===== src/rtl/u3_slave_fifo_master_if.sv =====
// USB3 slave-FIFO (GPIF) pin bundle between the FPGA master
// and the USB controller; all strobes are active low.
interface u3_slave_fifo_master_if #(
  parameter int U3_DATWD = 32
) ();
  logic                i_flaga;
  logic                i_flagb;
  logic [1:0]          ov_usb_addr;
  logic [U3_DATWD-1:0] ov_usb_data;
  logic                o_usb_wr;
  logic                o_usb_pkt;
  logic                o_usb_cs;
  logic                o_usb_oe;
  logic                o_usb_rd;

  modport master (
    input  i_flaga,
    input  i_flagb,
    output ov_usb_addr,
    output ov_usb_data,
    output o_usb_wr,
    output o_usb_pkt,
    output o_usb_cs,
    output o_usb_oe,
    output o_usb_rd
  );

  modport slave (
    output i_flaga,
    output i_flagb,
    input  ov_usb_addr,
    input  ov_usb_data,
    input  o_usb_wr,
    input  o_usb_pkt,
    input  o_usb_cs,
    input  o_usb_oe,
    input  o_usb_rd
  );
endinterface


===== src/rtl/u3_slave_fifo_master.sv =====
// USB3 slave-FIFO write master: drains a show-ahead FIFO into
// the controller's two ping-pong socket buffers.
module u3_slave_fifo_master #(
  parameter int U3_DATWD     = 32,
  parameter int BUFFER_WORDS = 16'h1000,
  parameter int BUF_WD       = 16,
  parameter int SWITCH_WAIT  = 4,
  parameter int PKTEND_WAIT  = 24
) (
  input  logic                i_usb_pclk,
  input  logic                reset,
  input  logic                i_xfer_start,
  input  logic [31:0]         iv_xfer_size,
  output logic                o_xfer_busy,
  output logic                o_xfer_done,
  input  logic [U3_DATWD-1:0] iv_fifo_data,
  input  logic                i_fifo_empty,
  output logic                o_fifo_rd,
  u3_slave_fifo_master_if.master usb
);

  localparam int WAIT_MAX =
    (SWITCH_WAIT > PKTEND_WAIT) ? SWITCH_WAIT : PKTEND_WAIT;
  localparam int WAIT_WD = $clog2(WAIT_MAX + 2);

  localparam logic [BUF_WD-1:0] BUF_FULL =
    BUF_WD'(BUFFER_WORDS);
  localparam logic [WAIT_WD-1:0] SW_LD =
    WAIT_WD'(SWITCH_WAIT);
  localparam logic [WAIT_WD-1:0] PW_LD =
    WAIT_WD'(PKTEND_WAIT);

  typedef enum logic [2:0] {
    S_IDLE,
    S_WAIT_FLAG,
    S_WRITE,
    S_PKTEND,
    S_SETTLE,
    S_DONE
  } state_t;

  state_t              r_state;
  state_t              w_state_nx;
  logic [31:0]         r_remain;
  logic [31:0]         w_remain_nx;
  logic [31:0]         w_remain_dec;
  logic [BUF_WD-1:0]   r_buf_cnt;
  logic [BUF_WD-1:0]   w_buf_cnt_nx;
  logic [BUF_WD-1:0]   w_buf_cnt_inc;
  logic [WAIT_WD-1:0]  r_wait;
  logic [WAIT_WD-1:0]  w_wait_nx;
  logic                r_final;
  logic                w_final_nx;
  logic                r_tog;
  logic                w_tog;
  logic                w_issue;
  logic                w_pkt;
  logic [1:0]          r_addr;
  logic [U3_DATWD-1:0] r_data;
  logic                r_wr;
  logic                r_pkt;
  logic                r_busy;
  logic                r_done;

  assign w_remain_dec  = r_remain - 32'd1;
  assign w_buf_cnt_inc = r_buf_cnt + BUF_WD'(1);

  always_ff @(posedge i_usb_pclk) begin
    if (reset) r_state <= S_IDLE;
    else       r_state <= w_state_nx;
  end

  always_comb begin
    w_state_nx   = r_state;
    w_remain_nx  = r_remain;
    w_buf_cnt_nx = r_buf_cnt;
    w_wait_nx    = r_wait;
    w_final_nx   = r_final;
    w_tog        = 1'b0;
    w_issue      = 1'b0;
    w_pkt        = 1'b0;
    unique case (r_state)
      S_IDLE: begin
        if (i_xfer_start) begin
          w_remain_nx  = iv_xfer_size;
          w_buf_cnt_nx = '0;
          w_final_nx   = 1'b0;
          if (iv_xfer_size == '0) begin
            w_state_nx = S_DONE;
          end else begin
            w_state_nx = S_SETTLE;
            w_wait_nx  = SW_LD;
          end
        end
      end
      S_SETTLE: begin
        if (r_wait <= WAIT_WD'(1)) begin
          w_state_nx = r_final ? S_DONE : S_WAIT_FLAG;
        end else begin
          w_wait_nx = r_wait - WAIT_WD'(1);
        end
      end
      S_WAIT_FLAG: begin
        if (usb.i_flaga && usb.i_flagb) w_state_nx = S_WRITE;
      end
      S_WRITE: begin
        w_issue = !i_fifo_empty && usb.i_flaga &&
                  (r_remain != '0);
        if (w_issue) begin
          w_remain_nx = w_remain_dec;
          // full buffer commits itself; only a partial one needs pktend
          if (w_buf_cnt_inc == BUF_FULL) begin
            w_buf_cnt_nx = '0;
            w_tog        = 1'b1;
            if (w_remain_dec == '0) begin
              w_state_nx = S_DONE;
            end else begin
              w_state_nx = S_SETTLE;
              w_wait_nx  = SW_LD;
            end
          end else begin
            w_buf_cnt_nx = w_buf_cnt_inc;
            if (w_remain_dec == '0) w_state_nx = S_PKTEND;
          end
        end
      end
      S_PKTEND: begin
        w_pkt        = 1'b1;
        w_tog        = 1'b1;
        w_buf_cnt_nx = '0;
        w_final_nx   = 1'b1;
        w_wait_nx    = PW_LD;
        w_state_nx   = S_SETTLE;
      end
      S_DONE: begin
        w_state_nx = S_IDLE;
      end
      default: begin
        w_state_nx = S_IDLE;
      end
    endcase
  end

  // address flips one cycle after the closing strobe reaches the pins
  always_ff @(posedge i_usb_pclk) begin
    if (reset) begin
      r_remain  <= '0;
      r_buf_cnt <= '0;
      r_wait    <= '0;
      r_final   <= 1'b0;
      r_tog     <= 1'b0;
      r_addr    <= '0;
      r_data    <= '0;
      r_wr      <= 1'b1;
      r_pkt     <= 1'b1;
      r_busy    <= 1'b0;
      r_done    <= 1'b0;
    end else begin
      r_remain  <= w_remain_nx;
      r_buf_cnt <= w_buf_cnt_nx;
      r_wait    <= w_wait_nx;
      r_final   <= w_final_nx;
      r_tog     <= w_tog;
      if (r_tog) r_addr[0] <= ~r_addr[0];
      if (w_issue) r_data <= iv_fifo_data;
      r_wr      <= ~w_issue;
      r_pkt     <= ~w_pkt;
      r_busy    <= (w_state_nx != S_IDLE);
      r_done    <= (r_state == S_DONE);
    end
  end

  assign o_fifo_rd       = w_issue;
  assign o_xfer_busy     = r_busy;
  assign o_xfer_done     = r_done;
  assign usb.ov_usb_addr = r_addr;
  assign usb.ov_usb_data = r_data;
  assign usb.o_usb_wr    = r_wr;
  assign usb.o_usb_pkt   = r_pkt;
  assign usb.o_usb_cs    = ~r_busy;
  assign usb.o_usb_oe    = 1'b1;
  assign usb.o_usb_rd    = 1'b1;

endmodule

===== src/flat_wrapper.sv =====
// flat-port wrapper written by rule: the top's interface ports become plain ports
module u3_slave_fifo_master_flat 
#(
  parameter int U3_DATWD     = 32,
  parameter int BUFFER_WORDS = 16'h1000,
  parameter int BUF_WD       = 16,
  parameter int SWITCH_WAIT  = 4,
  parameter int PKTEND_WAIT  = 24
)
  (i_usb_pclk, reset, i_xfer_start, iv_xfer_size, o_xfer_busy, o_xfer_done, iv_fifo_data, i_fifo_empty, o_fifo_rd, usb_i_flaga, usb_i_flagb, usb_ov_usb_addr, usb_ov_usb_data, usb_o_usb_wr, usb_o_usb_pkt, usb_o_usb_cs, usb_o_usb_oe, usb_o_usb_rd);
  u3_slave_fifo_master_if #(.U3_DATWD(U3_DATWD)) usb_i ();
  input  logic i_usb_pclk;
  input  logic reset;
  input  logic i_xfer_start;
  input  logic [31:0] iv_xfer_size;
  output logic o_xfer_busy;
  output logic o_xfer_done;
  input  logic [U3_DATWD-1:0] iv_fifo_data;
  input  logic i_fifo_empty;
  output logic o_fifo_rd;
  input wire logic [$bits(usb_i.i_flaga)-1:0] usb_i_flaga;
  input wire logic [$bits(usb_i.i_flagb)-1:0] usb_i_flagb;
  output wire logic [$bits(usb_i.ov_usb_addr)-1:0] usb_ov_usb_addr;
  output wire logic [$bits(usb_i.ov_usb_data)-1:0] usb_ov_usb_data;
  output wire logic [$bits(usb_i.o_usb_wr)-1:0] usb_o_usb_wr;
  output wire logic [$bits(usb_i.o_usb_pkt)-1:0] usb_o_usb_pkt;
  output wire logic [$bits(usb_i.o_usb_cs)-1:0] usb_o_usb_cs;
  output wire logic [$bits(usb_i.o_usb_oe)-1:0] usb_o_usb_oe;
  output wire logic [$bits(usb_i.o_usb_rd)-1:0] usb_o_usb_rd;
  assign usb_i.i_flaga = usb_i_flaga;
  assign usb_i.i_flagb = usb_i_flagb;
  assign usb_ov_usb_addr = usb_i.ov_usb_addr;
  assign usb_ov_usb_data = usb_i.ov_usb_data;
  assign usb_o_usb_wr = usb_i.o_usb_wr;
  assign usb_o_usb_pkt = usb_i.o_usb_pkt;
  assign usb_o_usb_cs = usb_i.o_usb_cs;
  assign usb_o_usb_oe = usb_i.o_usb_oe;
  assign usb_o_usb_rd = usb_i.o_usb_rd;
  u3_slave_fifo_master #(.U3_DATWD(U3_DATWD), .BUFFER_WORDS(BUFFER_WORDS), .BUF_WD(BUF_WD), .SWITCH_WAIT(SWITCH_WAIT), .PKTEND_WAIT(PKTEND_WAIT)) u_core (.i_usb_pclk(i_usb_pclk), .reset(reset), .i_xfer_start(i_xfer_start), .iv_xfer_size(iv_xfer_size), .o_xfer_busy(o_xfer_busy), .o_xfer_done(o_xfer_done), .iv_fifo_data(iv_fifo_data), .i_fifo_empty(i_fifo_empty), .o_fifo_rd(o_fifo_rd), .usb(usb_i));
endmodule

===== config.mk =====
export PLATFORM = sky130hd
export DESIGN_NAME = u3_slave_fifo_master_flat
export DESIGN_NICKNAME = d
export VERILOG_FILES = /design/src/rtl/u3_slave_fifo_master_if.sv /design/src/rtl/u3_slave_fifo_master.sv /design/src/flat_wrapper.sv
export SDC_FILE = /design/constraint.sdc
export NUM_CORES = 1
export LEC_CHECK = 0
export CAP_MARGIN = 20
export CELL_PAD_IN_SITES_DETAIL_PLACEMENT = 1
export CELL_PAD_IN_SITES_GLOBAL_PLACEMENT = 1
export CORE_MARGIN = 3
export CORE_UTILIZATION = 37
export DETAILED_ROUTE_END_ITERATION = 8
export PLACE_DENSITY_LB_ADDON = 0.08
export SKIP_LAST_GASP = 1
export SLEW_MARGIN = 15
export SYNTH_ARGS = -nofsm -noshare
export SYNTH_HDL_FRONTEND = slang
export SYNTH_SLANG_ARGS = --single-unit

===== constraint.sdc =====
create_clock -name i_usb_pclk -period 3.94 [get_ports i_usb_pclk]
set_input_delay 0.394 -clock i_usb_pclk [delete_from_list [all_inputs] [get_ports i_usb_pclk]]
set_output_delay 0.394 -clock i_usb_pclk [all_outputs]
set_load 0.01 [all_outputs]

==> flow_summary.ini, run 1 <==
[die]
io_pins = 112
dieWidth_um = 128
die-area_um2 = 16500
die_h_um = 128
rows = 44
start_util_pct = 38.0
core_um2 = 14600

[setup_path]
cp_top_family = simple AND/OR/NAND/NOR gates
path_max_fanout = 12
max_stage_delay_ns = 0.53
cp_slowest_cell = nor4_1
critPathBufInv = 1
ff2ff_setup_slack_ns = 0.45
r2r_start = u_core.r_remain[0]
r2r_cells = 10
worst-setup-path-type = reg -> reg
cp-end-kind = flip-flop
worstPathRequired_ns = 4.18
crit_path_start_kind = flip-flop
crit_chain = inv_1 > ha_1 > nor4b_2 > nand2_1 > o31ai_1 > nand4_1 > nor4_1 > a311oi_2 > o21ai_1 > o2bb2ai_1
crit_start = u_core.r_remain[0]
regToRegEndpoint = u_core.r_wait[4]
arrival_ns = 3.73

[cells_and_area]
layout.nets = 918
fillerInstances = 1810
regArea_um2 = 1900
final_cells = 1031
diodes = 0
final_area_um2 = 6980
multi_input_area_um2 = 3340
drive_above_1_share_pct = 5.55
final_core_util_pct = 47.9
syn_to_final_growth_pct = 26.0

[sta]
post-route-min-period_ns = 3.49
slew_violations = 0
grt_setup_unrepaired = false
finalCritPeriodShare_pct = 88.7
hold_viol = 0
tightest_slew_ns = 0.964
clock_skew_ns = 0.0101
worst_slack_ns = 0.445
finalSetupTns_ns = 0
relSlewSlack_pct = 35.7
max_freq_ghz = 0.286
setup_viol = 0

[worst_hold_path]
holdPathEnd = u_core.usb.ov_usb_data[0]
min_from = u_core.usb.ov_usb_data[0]
hp-class = reg -> reg
worstHoldPathCells = 2

[synth]
synth.area.top_cells = dfxtp_1, nand2_1, a21oi_1
ys_types = 64
synth_top_area_share_pct = 34.3
avgSynthCellArea_um2 = 7.15
ys_async_sr_fraction_pct = 0
yosysMostFrequentCell = nand2_1
synth_seq_cells = 95
synth_commonest_cells = nand2_1, dfxtp_1, a21oi_1, nor2_1, clkbuf_1
ys_warn_count = 0
synth_area_leader_cell = dfxtp_1
syn_inst = 775
synth_ff_type = dfxtp_1
yosysSeqAreaShare_pct = 34.3
syn_area_um2 = 5540
synth-edff-count = 0

[global_route]
overflow = 0
grt_pass1_wl_um = 30900
grt_pass1_vias = 5994
grt_use_total_pct = 23.1
antenna_found_initial = 0
grt_max_degree = 62

[clocking]
clock_latency_ns = 0.36
post_cts_buffers = 0
clk_pin_slew_worst_paths_ns = 0.08
cts_tree = done
cts_hold_buffers = 0
cts_root_buf = clkbuf_16
cts_buffers = 9
clk_path_buf_depth = 2
clock_sinks = 95
cts.repair.resized = 0
htreeDepth = 3

[placement]
place_worst_setup_slack_ns = 0.386
io_buffers = 108
placed_area_um2 = 6690
place.detailed.hpwl_um = 13500
gp_congestion = 0.932
place_inst = 1015

[power]
ir_drop_uv = 246
p_leak_nw = 2.33
power_density_nw_per_um2 = 441

[drt]
via_count = 6016
drt-pass1-iter-count = 4
final_antenna_net_count = 0
routed_wl_um = 18800
drt_iter0_drc = 364
drc_errors = 0
viasPerCell = 5.84
wl_per_cell_um = 18.2

[outcome]
status = completed

[flow_run]
maxCapViolations = 0
==> state kept, by name, summed over array words and instances (netlist names) <==
name,count
u_core.o_xfer_busy,1
u_core.o_xfer_done,1
u_core.r_buf_cnt,16
u_core.r_final,1
u_core.r_remain,32
u_core.r_state,3
u_core.r_tog,1
u_core.r_wait,5
u_core.usb.o_usb_pkt,1
u_core.usb.o_usb_wr,1
u_core.usb.ov_usb_addr,1
u_core.usb.ov_usb_data,32
==> through the flow <==
step                      hold slack [ns]  total power, mW
after floorplan                     0.454             1.84
after global placement              0.442             2.16
after detailed placement            0.446             2.20
after CTS                           0.457             3.09
after global routing                0.482             3.27
final                               0.453             3.08
==> worst reg2reg max path: stages (launching register included) <==
cell,delay [ns]
dfxtp_1,0.37
inv_1,0.13
ha_1,0.42
nor4b_2,0.40
nand2_1,0.34
o31ai_1,0.43
nand4_1,0.14
nor4_1,0.53
a311oi_2,0.25
o21ai_1,0.26
o2bb2ai_1,0.10
==> worst max path at each step <==
stage	end	slack (ns)	depth (start not counted)
after floorplan	u_core.r_wait[1]	0.89	10
after global placement	u_core.r_wait[2]	0.58	9
after detailed placement	u_core.r_wait[4]	0.39	10
after CTS	u_core.r_wait[4]	0.33	10
after global routing	u_core.r_wait[4]	0.15	10
final	u_core.r_wait[4]	0.45	10
==> metal layers <==
layer  share of wire [%]  up-vias  global-route usage, %
li1                    -     2933                      -
met1                  47     2930                   30.5
met2                  47      131                   37.3
met3                 4.9       22                   5.15
met4                 1.6        0                   7.62
met5                   0        -                      0
==> cell type report <==
cell class	instances	area share, %
clock buffers	9	3.23
clock inverters	7	0.914
repair buffers	121	16.8
flip-flops and latches	95	27.2
inverters	12	0.645
multi-input cells	603	47.9
well taps	184	3.30
==> power breakdown <==
group	internal (mW)	switching [mW]
combinational	0.403	0.608
sequential	1.04	0.148
clock	0.444	0.437
total	1.89	1.19
==> cell families (layout without fill, tap and decap cells) <==
logic type	after synthesis	count (layout)	share of synthesized area [%]
AOI/OAI and AO/OA	225	225	24.4
xor gates and xnor gates	11	11	1.74
adders and majority gates	6	6	1.35
buffers and inverters	78	149	5.75
DFF	95	95	34.3
muxes	1	1	0.181
other	2	3	0.135
and+or+nand+nor	357	357	32.1
==> placed cells by master (no fill, tap or decap), drive strengths merged, types with 8 or more instances in the layout <==
master         synthesis  final
nand4                 18     18
o21ai                 58     58
buf                    7     14
or4                   11     11
nand2                128    128
clkbuf                59      9
inv                   12     16
dfxtp                 95     95
a211oi                16     16
a21oi                 89     89
nor2b                 11     11
nand3                 22     22
nor4                  32     32
nor3                  19     19
or3                   14     14
clkdlybuf4s50          0    107
a22oi                 12     12
xnor2                  8      8
nor2                  64     64
Note: power is estimated with default switching activity, not from simulation.
==> run 2: changes to the inputs <==
Settings changed: CORE_UTILIZATION 37 to 34.
Clock period 3.94 ns to 2.8 ns, I/O delays scaled along.
==> flow_summary.ini, run 2 (synthesized netlist as in run 1, its figures left out) <==
[setup_path]
path_max_fanout = 7
worst-setup-path-type = reg -> reg
ff2ff_setup_slack_ns = -0.10
max_stage_delay_ns = 0.56
crit_chain = or4_4 > or4_4 > buf_6 > or3_4 > nand2_2 > nor3_2 > a311oi_2 > buf_4 > o211ai_1 > o2bb2ai_1
arrival_ns = 3.14
cp_common_cell = or4_4
r2r_cells = 10
r2r_start = u_core.r_remain[13]
cp_slowest_cell = or4_4
cp_top_family = simple AND/OR/NAND/NOR gates
crit_path_start_kind = flip-flop
worstPathRequired_ns = 3.04
critPathBufInv = 2
cp-end-kind = flip-flop
regToRegEndpoint = u_core.r_wait[3]

[cells_and_area]
final_common_cell = nand2_1
final_cells = 1148
syn_to_final_growth_pct = 43.0
diodes = 0
final_area_um2 = 7930
drive_above_1_share_pct = 17.8
layout.nets = 1003
final_cell_mix = nand2_1, clkdlybuf4s50_1, dfxtp_1, buf_4, a21oi_1

[sta]
slew_violations = 0
clock_skew_ns = 0.0102
worst_slack_ns = -0.102
post-route-min-period_ns = 2.90
whs_ns = 0.164
tightest_slew_ns = 0.588
finalSetupTns_ns = -0.397
grt_setup_unrepaired = true
hold_viol = 0
max_freq_ghz = 0.345
setup_viol = 5
relSlewSlack_pct = 60.8
finalCritPeriodShare_pct = 104

[power]
power_frac_clock_pct = 25.3
ir_drop_uv = 319
power_density_nw_per_um2 = 608
swShare_pct = 38.7
seq_power_share_pct = 33.2
p_switching_mw = 1.87
p_comb_share_pct = 41.5
intPower_mw = 2.95
p_leak_nw = 2.84
p_total_mw = 4.82

[die]
die_h_um = 134
start_util_pct = 34.8
dieWidth_um = 134
die-area_um2 = 17900
io_pins = 112
core_um2 = 15900
rows = 46

[placement]
io_buffers = 108
place_inst = 1128
gp_congestion = 0.918
placed_area_um2 = 7420
place.detailed.hpwl_um = 15600

[global_route]
antenna_found_initial = 0
overflow = 0
grt_pass1_wl_um = 34500
grt_max_degree = 48
grt_pass1_vias = 6662
grt_use_total_pct = 23.6

[clocking]
cts_hold_buffers = 0
cts_tree = done
cts_root_buf = clkbuf_16
clk_pin_slew_worst_paths_ns = 0.07
clock_latency_ns = 0.36
clk_path_buf_depth = 2
htreeDepth = 3
clock_sinks = 95
cts_buffers = 9

[worst_hold_path]
worstHoldPathCells = 2
hp-class = in -> reg
holdPathEnd = u_core.r_tog
min_from = reset

[drt]
viasPerCell = 5.56
drc_errors = 0
via_count = 6386
routed_wl_um = 21200
drt_iter0_drc = 370
drt-pass1-iter-count = 5
wl_per_cell_um = 18.4
final_antenna_net_count = 0

[flow_run]
maxCapViolations = 0

[outcome]
status = finished with violations
failed_checks = setup timing
==> run 2: cell types whose count changed in the layout (fill, tap and decap cells not counted), sizes merged <==
cell / before / now
buf: 14 / 99
clkbuf: 9 / 10
clkdlybuf4s50: 107 / 106
clkinv: 2 / 3
clkinvlp: 1 / 0
==> run 2: worst register-to-register path, delay by kind of cell (launching register included) <==
kind,cells,cell delay (ns)
flops,1,0.32
compound gates,3,0.53
buf+inv,2,0.36
simple gates,5,1.57
==> run 2: how the worst max path moves through the flow <==
stage	from	endpoint	slack (ns)	depth (start not counted)
2_1_floorplan	u_core.r_remain[14]	u_core.r_wait[3]	-0.09	10
3_3_place_gp	u_core.r_remain[16]	u_core.r_wait[3]	-0.10	8
3_5_place_dp	u_core.r_remain[16]	u_core.r_wait[3]	-0.20	8
4_1_cts	u_core.r_remain[8]	o_fifo_rd	-0.16	6
5_1_grt	u_core.r_remain[13]	u_core.r_wait[3]	-0.18	10
6_report	u_core.r_remain[13]	u_core.r_wait[3]	-0.10	10
==> run 2: area by class of cell <==
type / count / area, um^2
Clock buffer: 9 / 225
Sequential cell: 95 / 1900
Timing Repair Buffer: 206 / 1870
Tap cell: 216 / 270
Fill cell: 1999 / 8020
Clock inverter: 7 / 53.8
Inverter: 12 / 45.0
Multi-Input combinational cell: 603 / 3560
==> run 2: timing repair <==
item / in CTS / in global routing
resized for setup: 22 / 22
buffers inserted: 3 / 1
endpoints found under the setup margin: 9 / 65
pin swaps: 16 / 15
==> run 2: power by group through the flow <==
stage	clock, mW	combinational (mW)	sequential, mW
CTS	1.25	1.91	1.59
floorplan	0	1.03	1.58
global route	1.31	2.18	1.62
detailed placement	0	1.83	1.62
finish	1.22	2.00	1.60
global placement	0	1.77	1.60
==> run 2: layer usage <==
metal | track usage, % | share of wire [%]
met2 | 40.5 | 49
met4 | 6.40 | 1.5
met3 | 4.98 | 3.8
met5 | 0 | 0
met1 | 30.3 | 46
==> run 2: through the flow <==
stage | worst slack [ns] | util (%)
after CTS | -0.157 | 49.1
after floorplan | -0.0948 | -
after global routing | -0.181 | 49.7
after detailed placement | -0.200 | 46.5
after global placement | -0.102 | 46.5
final | -0.102 | 49.7
